### src/rtl/mult8x8_seq_ctrl.sv
// -----------------------------------------------------------------------------
// mult8x8_seq_ctrl
//
// Sequencer that forms an unsigned 8x8 -> 16-bit product by time-sharing one
// external 4x4 multiplier over four nibble steps. Each partial product is
// shifted into place and summed into a 16-bit accumulator.
//
// Parameters:
//   MUL_LAT    latency of the attached 4x4 multiplier in clocks.
//              0 = combinational, 1 = registered. No other values are supported.
//
// Ports:
//   clk        system clock, rising edge
//   rst_n      asynchronous active-low reset
//   in_valid   operand pair a/b is valid
//   in_ready   block can accept an operand pair (high only in IDLE)
//   a, b       8-bit unsigned operands, sampled on the accepting edge
//   out_valid  result is valid (high only in DONE)
//   out_ready  consumer accepts the result
//   result     16-bit product, held after hand-off until the next result
//   busy       high whenever the sequencer is not IDLE
//   mul_a      nibble operand A to the shared 4x4 multiplier
//   mul_b      nibble operand B to the shared 4x4 multiplier
//   mul_p      8-bit product returned by the shared 4x4 multiplier
// -----------------------------------------------------------------------------
module mult8x8_seq_ctrl #(
    parameter int MUL_LAT = 0
) (
    input  logic        clk,
    input  logic        rst_n,
    input  logic        in_valid,
    output logic        in_ready,
    input  logic [7:0]  a,
    input  logic [7:0]  b,
    output logic        out_valid,
    input  logic        out_ready,
    output logic [15:0] result,
    output logic        busy,
    output logic [3:0]  mul_a,
    output logic [3:0]  mul_b,
    input  logic [7:0]  mul_p
);

    typedef enum logic [1:0] {
        IDLE,
        MUL,
        DONE
    } state_t;

    // Last step index: the final partial product arrives MUL_LAT steps after
    // the last operand issue at step 3.
    localparam logic [2:0] LAST_K = 3'(3 + MUL_LAT);
    localparam logic [2:0] LAT_K  = 3'(MUL_LAT);

    state_t      state;
    state_t      state_nx;
    logic [7:0]  a_r;
    logic [7:0]  b_r;
    logic [15:0] acc;
    logic [2:0]  k;
    logic [1:0]  slice;
    logic        acc_en;
    logic [15:0] sum;

    // Place a partial product according to the nibble slice it came from:
    // slice 0 is lo*lo, slices 1 and 2 are the cross terms, slice 3 is hi*hi.
    function automatic logic [15:0] align(input logic [7:0] p, input logic [1:0] s);
        logic [15:0] r;
        case (s)
            2'd0:    r = {8'd0, p};
            2'd3:    r = {p, 8'd0};
            default: r = {4'd0, p, 4'd0};
        endcase
        return r;
    endfunction

    // The product on mul_p belongs to the operands issued MUL_LAT steps ago.
    assign slice  = 2'(k - LAT_K);
    assign acc_en = (state == MUL) && ((MUL_LAT == 0) || (k != 3'd0));
    assign sum    = acc + align(mul_p, slice);

    always_ff @(posedge clk or negedge rst_n) begin
        if (!rst_n) begin
            state <= IDLE;
        end else begin
            state <= state_nx;
        end
    end

    always_comb begin
        state_nx  = state;
        in_ready  = 1'b0;
        out_valid = 1'b0;
        busy      = 1'b1;
        mul_a     = 4'd0;
        mul_b     = 4'd0;
        case (state)
            IDLE: begin
                in_ready = 1'b1;
                busy     = 1'b0;
                if (in_valid) begin
                    state_nx = MUL;
                end
            end
            MUL: begin
                // Issue order: lo*lo, hi*lo, lo*hi, hi*hi (k[0] picks the
                // a nibble, k[1] picks the b nibble).
                if (k < 3'd4) begin
                    mul_a = k[0] ? a_r[7:4] : a_r[3:0];
                    mul_b = k[1] ? b_r[7:4] : b_r[3:0];
                end
                if (k == LAST_K) begin
                    state_nx = DONE;
                end
            end
            DONE: begin
                out_valid = 1'b1;
                if (out_ready) begin
                    state_nx = IDLE;
                end
            end
            default: begin
                state_nx = IDLE;
            end
        endcase
    end

    always_ff @(posedge clk or negedge rst_n) begin
        if (!rst_n) begin
            a_r    <= 8'd0;
            b_r    <= 8'd0;
            acc    <= 16'd0;
            k      <= 3'd0;
            result <= 16'd0;
        end else begin
            if (state == IDLE && in_valid) begin
                a_r <= a;
                b_r <= b;
                acc <= 16'd0;
                k   <= 3'd0;
            end else if (state == MUL) begin
                if (acc_en) begin
                    acc <= sum;
                end
                // The step counter parks at LAST_K; it is re-armed on accept.
                if (k == LAST_K) begin
                    result <= sum;
                end else begin
                    k <= k + 3'd1;
                end
            end
        end
    end

endmodule

### config.mk
export PLATFORM = sky130hd
export DESIGN_NAME = mult8x8_seq_ctrl
export DESIGN_NICKNAME = d
export VERILOG_FILES = /design/src/rtl/mult8x8_seq_ctrl.sv
export SDC_FILE = /design/constraint.sdc
export NUM_CORES = 1
export LEC_CHECK = 0
export BUFFER_PORTS_ARGS = -buffer_cell sky130_fd_sc_hd__clkbuf_2
export CAP_MARGIN = 15
export CORE_MARGIN = 1
export CORE_UTILIZATION = 45
export CTS_CLUSTER_SIZE = 12
export DETAILED_ROUTE_END_ITERATION = 8
export PLACE_DENSITY_LB_ADDON = 0.15
export SLEW_MARGIN = 10
export SYNTH_ARGS = -nofsm -noshare
export SYNTH_HDL_FRONTEND = slang
export SYNTH_SLANG_ARGS = --single-unit
### constraint.sdc
create_clock -name clk -period 4.4 [get_ports clk]
set_clock_uncertainty 0.05 [all_clocks]
set_input_delay 0.22 -clock clk [delete_from_list [all_inputs] [get_ports clk]]
set_output_delay 0.22 -clock clk [all_outputs]
set_load 0.1 [all_outputs]
==> impl_metrics.toml, run 1 <==
[run_status]
status = "complete, no violations"

[placed_design]
hpwl_um = 4340
routabilityCongestion = 0.838
io_buffers = 54

[finish]
nNetsFinal = 396
fillCellCount = 578
area_delta_synth_final_pct = 15.8
mostFrequentLayoutCell = "clkbuf_2"
diodes = 0
final_cell_mix = "54 x clkbuf_2, 53 x dfrtp_1, 33 x o21ai_0, 32 x nand2_1, 20 x mux2_2"
layout-drive-gt1-share = 0.261

[sta]
max_freq_mhz = 257
fin_crit_ps = 3890
setup_tns_ps = 0
worst_slew_margin_rel = 0.337
finalCritPeriodShare = 0.884
finalSetupViolCount = 0
hold_violations = 0
rsz0062_at_grt = "no"
worst_slew_pin_slew_ps = 994
slew_violations = 0

[die]
fp.dieW_um = 83.0
initial_core_util = 0.465
ios = 55
die-area_mm2 = 0.00689
core_area_mm2 = 0.00635
rows = 29
fp.dieH_um = 83.0

[setup_path]
path_depth = 13
critPathSlowestCell = "dfrtp_1"
rr_worst_depth = 13
start_kind = "flop"
crit_required_ps = 4520
critPathTopFamily = "compound AO/OA/AOI/OAI gates"
path_class = "reg2reg"
critPathMaxStageDelay_ps = 540
cp_max_fo = 15
cpMostUsedCell = "ha_1"
crit_buf_inv = 1
crit_path_end_kind = "flop"
arrival_ps = 4010
path_cells = "inv_1 -> ha_1 -> nor2b_1 -> and2_1 -> ha_1 -> fa_1 -> a21o_1 -> a221o_1 -> a2111oi_2 -> o21bai_1 -> a21oi_1 -> xor2_1 -> o21ai_1"

[min_path]
min_path_type = "in2reg"
hold_depth = 2

[drt]
drc_errors = 0
wirelength_um = 5980
vias = 2243
via_per_inst = 5.27
drt_iter0_drc = 85
firstDrtPassIters = 4
avgRoutedWirePerCell_um = 14.0
ant_nets = 0

[cts]
cts_tree = "built"
postCtsResizedCells = 0
cts_hold_buf = 1
cts_buffer_depth = 2
root_buffer = "clkbuf_8"
cts.clk_slew.worst_paths_ps = 110
post_cts_buffers = 0
clock_latency_ps = 310
cts_buffers = 5
htreeDepth = 2
clock_sinks = 53

[synth]
synth_flop_cell = "dfrtp_1"
avgSynthCellArea_um2 = 9.98
synth_warnings = 0
async_flop_share = 1.00
synth_cell_types = 41
ys_ff_latch = 53
syn_area_mm2 = 0.00295
syn_inst = 296
syn_nets = 344
seq_area_frac_synth = 0.449
synth_edf_count = 0

[global_route]
grt_max_degree = 54
grt_pass1_wl_um = 10100
grt_pass1_vias = 2179
grt-ovfl-total = 0
antenna_found_initial = 0
grt_usage = 0.182

[flow_run]
drv_cap = 0
registers in the layout (all words and copies together), names as in the netlist:
name	count
result	16
state	2
a_r	8
k	3
acc	16
b_r	8
kinds of logic (layout without fill, tap and decap cells):
group                      Yosys count  after routing  synth area share
xor gates and xnor gates            13             13            0.0432
AOI/OAI and AO/OA                   68             68             0.142
buffers and inverters               22             75            0.0280
adders and majority gates           20             20            0.0873
muxes                               29             29             0.107
DFF                                 53             53             0.449
and+or+nand+nor                     91             91             0.143
per-layer routing:
layer  track usage  up-vias  routed length, um
li1              -     1143                  -
met1         0.241     1034               2940
met2         0.297       58               2680
met3        0.0378        8                268
met4        0.0658        0                 95
met5             0        -                  0
final timing paths:
check / start / to / slack (ps)
setup / recovery: k[0] / result[14] / 510
hold / removal: out_ready / state[1] / 30
setup reg to reg: k[0] / result[14] / 510
hold reg to reg: result[6] / result[6] / 430
max in group asynchronous: rst_n / b_r[3] / 3330
min in group asynchronous: rst_n / result[15] / 500
cell usage after synthesis (2+ instances only):
cell      instances  area, um^2
a21o_1            3        22.5
a21oi_1          10        50.1
a22o_1            4        35.0
and2_1            8        50.1
buf_1             2        7.51
clkbuf_1         10        37.5
dfrtp_1          53        1330
ha_1             19         238
inv_1            10        37.5
mux2_2           20         225
mux2i_1           9        90.1
nand2_1          32         120
nand2b_1          3        18.8
nand3_1          19        95.1
nor2_1           17        63.8
nor2b_1           4        25.0
nor3_1            2        10.0
o211ai_1          2        15.0
o21ai_0          33         165
o21ai_1           3        15.0
o32ai_1           2        17.5
or3_1             2        12.5
xnor2_1           5        43.8
xor2_1            7        61.3
through the flow:
stage,hold slack (ps),instance area [um^2],std cells,util,setup slack [ps]
2_1_floorplan,-126,2950,296,-,1010
3_3_place_gp,342,3290,417,0.518,691
3_5_place_dp,341,3290,417,0.518,570
4_1_cts,27.8,3420,426,0.539,523
5_1_grt,39.3,3420,426,0.539,235
6_report,25.3,3420,426,0.539,508
cell type report:
| type | instances | area [um^2] | share of cell area |
|---|---|---|---|
| sequential | 53 | 1330 | 0.388 |
| clock buffer | 6 | 82.6 | 0.0241 |
| tap | 77 | 96.3 | 0.0282 |
| multi-input combinational | 221 | 1540 | 0.452 |
| clock inverter | 2 | 37.5 | 0.0110 |
| timing repair buffer | 57 | 295 | 0.0864 |
| inverter | 10 | 37.5 | 0.0110 |
Power of run 1 is left out: the tool's default activity adds up to more than one toggle a clock period on the data nets, which glitch-free logic cannot reach.
==> run 2, diff against run 1 <==
Settings changed: PLACE_DENSITY_LB_ADDON 0.15 to 0.08, RECOVER_POWER from default to 25.
==> impl_metrics.toml, run 2 (synthesis gave the netlist of run 1 again) <==
[finish]
fillCellCount = 607
mostFrequentLayoutCell = "clkbuf_2"
final_cell_mix = "54 x clkbuf_2, 53 x dfrtp_1, 33 x o21ai_0, 32 x nand2_1, 20 x mux2_2"
diodes = 0
area_delta_synth_final_pct = 15.1
nNetsFinal = 396
reg_top3 = "acc: 16 flops, result: 16 flops"
layout-drive-gt1-share = 0.256

[global_route]
grt_pass1_wl_um = 10100
grt_max_degree = 54
grt-ovfl-total = 0
grt_usage = 0.181
antenna_found_initial = 0
grt_pass1_vias = 2184

[setup_path]
r2r_slack_ps = 590
path_cells = "inv_1 -> ha_1 -> nor2b_1 -> and2_1 -> ha_1 -> fa_1 -> a21o_1 -> a221o_1 -> a2111oi_2 -> o21bai_1 -> a21oi_1 -> xor2_1 -> o21ai_1"
start_kind = "flop"
rr_worst_depth = 13
cpMostUsedCell = "ha_1"
critPathSlowestCell = "ha_1"
r2r-start = "k[1]"
arrival_ps = 3920
timing.rr.end = "result[14]"
crit_end = "result[14]"
worstSetupStartpoint = "k[1]"
critPathMaxStageDelay_ps = 530
cp_max_fo = 15
crit_required_ps = 4510
path_class = "reg2reg"
crit_path_end_kind = "flop"

[sta]
fin_crit_ps = 3810
setup_tns_ps = 0
worst_slew_pin_slew_ps = 2750
finalCritPeriodShare = 0.867
max_freq_mhz = 262
rsz0062_at_grt = "no"
slew_violations = 54
hold_violations = 0
finalSetupViolCount = 0
worst_slew_margin_rel = -0.832

[die]
rows = 29
die-area_mm2 = 0.00689
fp.dieH_um = 83.0
initial_core_util = 0.465
fp.dieW_um = 83.0
ios = 55
core_area_mm2 = 0.00635

[drt]
firstDrtPassIters = 4
via_per_inst = 5.17
drc_errors = 0
ant_nets = 0
drt_iter0_drc = 69
vias = 2199
wirelength_um = 5870
avgRoutedWirePerCell_um = 13.8

[min_path]
min_path_type = "in2reg"

[placed_design]
hpwl_um = 4380
routabilityCongestion = 0.818
io_buffers = 54

[cts]
cts_tree = "built"
postCtsResizedCells = 0
root_buffer = "clkbuf_8"
cts.clk_slew.worst_paths_ps = 90
clock_latency_ps = 310
clock_sinks = 53
cts_buffers = 5
cts_buffer_depth = 2
htreeDepth = 2

[run_status]
status = "finished, violations left"
failed_checks = "max-capacitance violations, max-slew violations"

[flow_run]
drv_cap = 1
## run 2: worst min path at each step
stage,startpoint,to,slack (ps),depth (start not counted)
3_5_place_dp,rst_n,result[4],330,2
5_1_grt,a[5],a_r[5],70,2
2_1_floorplan,rst_n,a_r[0],-130,0
6_report,out_ready,state[1],60,2
4_1_cts,out_ready,state[1],50,2
3_3_place_gp,rst_n,result[4],340,2
## run 2: through the flow
stage	setup slack (ps)	instances	hold WS [ps]	area (um^2)	util
CTS	549	425	50.3	3400	0.536
global placement	653	417	337	3290	0.518
floorplan	1010	296	-126	2950	-
detailed placement	597	417	331	3290	0.518
finish	585	425	58.4	3400	0.535
global route	257	425	73.7	3400	0.535
## run 2: per-layer routing
| metal | share of wire | GRT usage | vias to the layer above | routed length (um) |
|---|---|---|---|---|
| li1 | - | - | 1143 | - |
| met1 | 0.48 | 0.237 | 1005 | 2800 |
| met2 | 0.47 | 0.304 | 44 | 2790 |
| met3 | 0.033 | 0.0348 | 7 | 193 |
| met4 | 0.015 | 0.0533 | 0 | 86 |
| met5 | 0 | 0 | - | 0 |
## run 2: final cells by class
| class | count | area [um^2] | share of cell area |
|---|---|---|---|
| Multi-Input combinational cell | 221 | 1540 | 0.454 |
| Sequential cell | 53 | 1330 | 0.390 |
| Timing Repair Buffer | 57 | 292 | 0.0858 |
| Tap cell | 77 | 96.3 | 0.0283 |
| Clock buffer | 5 | 68.8 | 0.0202 |
| Inverter | 10 | 37.5 | 0.0110 |
| Clock inverter | 2 | 35.0 | 0.0103 |
## run 2: timing repair
| item | 4_1_cts | 5_1_grt |
|---|---|---|
| hold endpoints to repair | 5 | 0 |
| setup buffers | 0 | 0 |
| hold buffers | 1 | 0 |
| endpoints found under the setup margin | 0 | 0 |
## run 2: worst max-delay path: cells and delay by family (launching register included)
kind | cells | cell delay, ps
AOI/OAI and AO/OA | 6 | 1290
xor gates and xnor gates | 1 | 210
adders and majority gates | 3 | 1140
buffers and inverters | 1 | 110
DFF | 1 | 520
and+or+nand+nor | 2 | 350
Power of run 2 is left out for the same reason.
==> run 3, diff against run 2 <==
Settings changed: CORE_UTILIZATION 45 to 37.
==> impl_metrics.toml, run 3 (synthesis gave the netlist of run 1 again) <==
[setup_path]
path_cells = "inv_1 -> ha_1 -> nor2b_1 -> and2_1 -> ha_1 -> fa_1 -> a21o_1 -> a221o_1 -> a2111oi_2 -> o21bai_1 -> a21oi_1 -> xor2_1 -> o21ai_1"
rr_worst_depth = 13
crit_buf_inv = 1
cpMostUsedCell = "ha_1"
critPathSlowestCell = "dfrtp_1"
critPathMaxStageDelay_ps = 530
r2r-start = "k[0]"
start_kind = "flop"
arrival_ps = 3930
path_class = "reg2reg"
timing.rr.end = "result[14]"
critPathTopFamily = "compound AO/OA/AOI/OAI gates"
r2r_slack_ps = 590
crit_path_end_kind = "flop"
cp_max_fo = 15
crit_required_ps = 4520

[global_route]
grt-ovfl-total = 0
grt_pass1_vias = 2163
grt_usage = 0.163
grt_pass1_wl_um = 10700
grt_max_degree = 54
antenna_found_initial = 0

[min_path]
min_to = "state[1]"
worstHoldStart = "out_ready"
hold_depth = 2
min_path_type = "in2reg"

[sta]
fin_crit_ps = 3810
rsz0062_at_grt = "no"
worst_slew_pin_slew_ps = 2870
slew_violations = 54
setup_tns_ps = 0
finalSetupViolCount = 0
hold_violations = 0
max_freq_mhz = 262
finalCritPeriodShare = 0.866
worst_slew_margin_rel = -0.916

[finish]
diodes = 0
mostFrequentLayoutCell = "clkbuf_2"
area_delta_synth_final_pct = 16.9
reg_top3 = "acc: 16 flops, result: 16 flops"
stdcell_count = 450
layout-drive-gt1-share = 0.259
final_cell_mix = "54 x clkbuf_2, 53 x dfrtp_1, 33 x o21ai_0, 32 x nand2_1, 20 x mux2_2"
nNetsFinal = 395

[run_status]
status = "finished, violations left"
failed_checks = "max-capacitance violations, max-slew violations"

[cts]
htreeDepth = 2
clock_sinks = 53
cts_buffer_depth = 2
cts_buffers = 5
root_buffer = "clkbuf_8"
postCtsResizedCells = 0
cts.clk_slew.worst_paths_ps = 100
cts_hold_buf = 0
cts_tree = "built"
clock_latency_ps = 310
post_cts_buffers = 0

[drt]
via_per_inst = 4.97
firstDrtPassIters = 4
vias = 2236
wirelength_um = 6300
drt_iter0_drc = 75
ant_nets = 0
avgRoutedWirePerCell_um = 14.0
drc_errors = 0

[flow_run]
drv_cap = 1

[die]
fp.dieW_um = 91.3
die-area_mm2 = 0.00834
initial_core_util = 0.382
rows = 32
ios = 55
core_area_mm2 = 0.00773
fp.dieH_um = 91.3

[placed_design]
routabilityCongestion = 0.791
hpwl_um = 4650
placedCellCount = 442
io_buffers = 54
-- run 3: cell count changes in the layout (fill, tap and decap cells not counted), sizes merged --
cell         before  now
dlygate4sd3       1    0
bufinv            1    2
-- run 3: cell type report --
cell class / count / area, um^2
clock inverters: 3 / 65.1
clock buffers: 5 / 68.8
well taps: 102 / 128
inverters: 10 / 37.5
repair buffers: 56 / 282
flip-flops and latches: 53 / 1330
fillers: 776 / 4280
multi-input cells: 221 / 1540
-- run 3: layer usage --
metal	wire [um]	track usage
met1	3080	0.223
met2	2940	0.261
met4	54	0.0437
met5	0	0
met3	224	0.0343
-- run 3: per-stage QoR --
| step | setup slack (ps) | utilization | hold WS [ps] | instance area [um^2] |
|---|---|---|---|---|
| after floorplan | 1010 | - | -126 | 2950 |
| after global placement | 650 | 0.430 | 347 | 3320 |
| after detailed placement | 596 | 0.430 | 350 | 3320 |
| after CTS | 557 | 0.447 | 10.3 | 3450 |
| after global routing | 325 | 0.447 | 22.1 | 3450 |
| final | 590 | 0.447 | 30.1 | 3450 |
-- run 3: worst reg2reg max path, cell delays in order, from the launching register on --
cell and delay [ps]:
dfrtp_1 530, inv_1 80, ha_1 530, nor2b_1 150
and2_1 190, ha_1 200, fa_1 410, a21o_1 220
a221o_1 380, a2111oi_2 320, o21bai_1 120, a21oi_1 180
xor2_1 210, o21ai_1 100
-- run 3: worst max path at each step --
| stage | end | from | slack (ps) | depth (start not counted) |
|---|---|---|---|---|
| after global routing | result[14] | k[0] | 320 | 13 |
| final | result[14] | k[0] | 590 | 13 |
| after global placement | result[14] | k[0] | 650 | 13 |
| after floorplan | result[14] | k[0] | 1010 | 14 |
| after CTS | result[14] | k[0] | 560 | 13 |
| after detailed placement | result[14] | k[0] | 600 | 13 |
Power of run 3 is left out for the same reason.
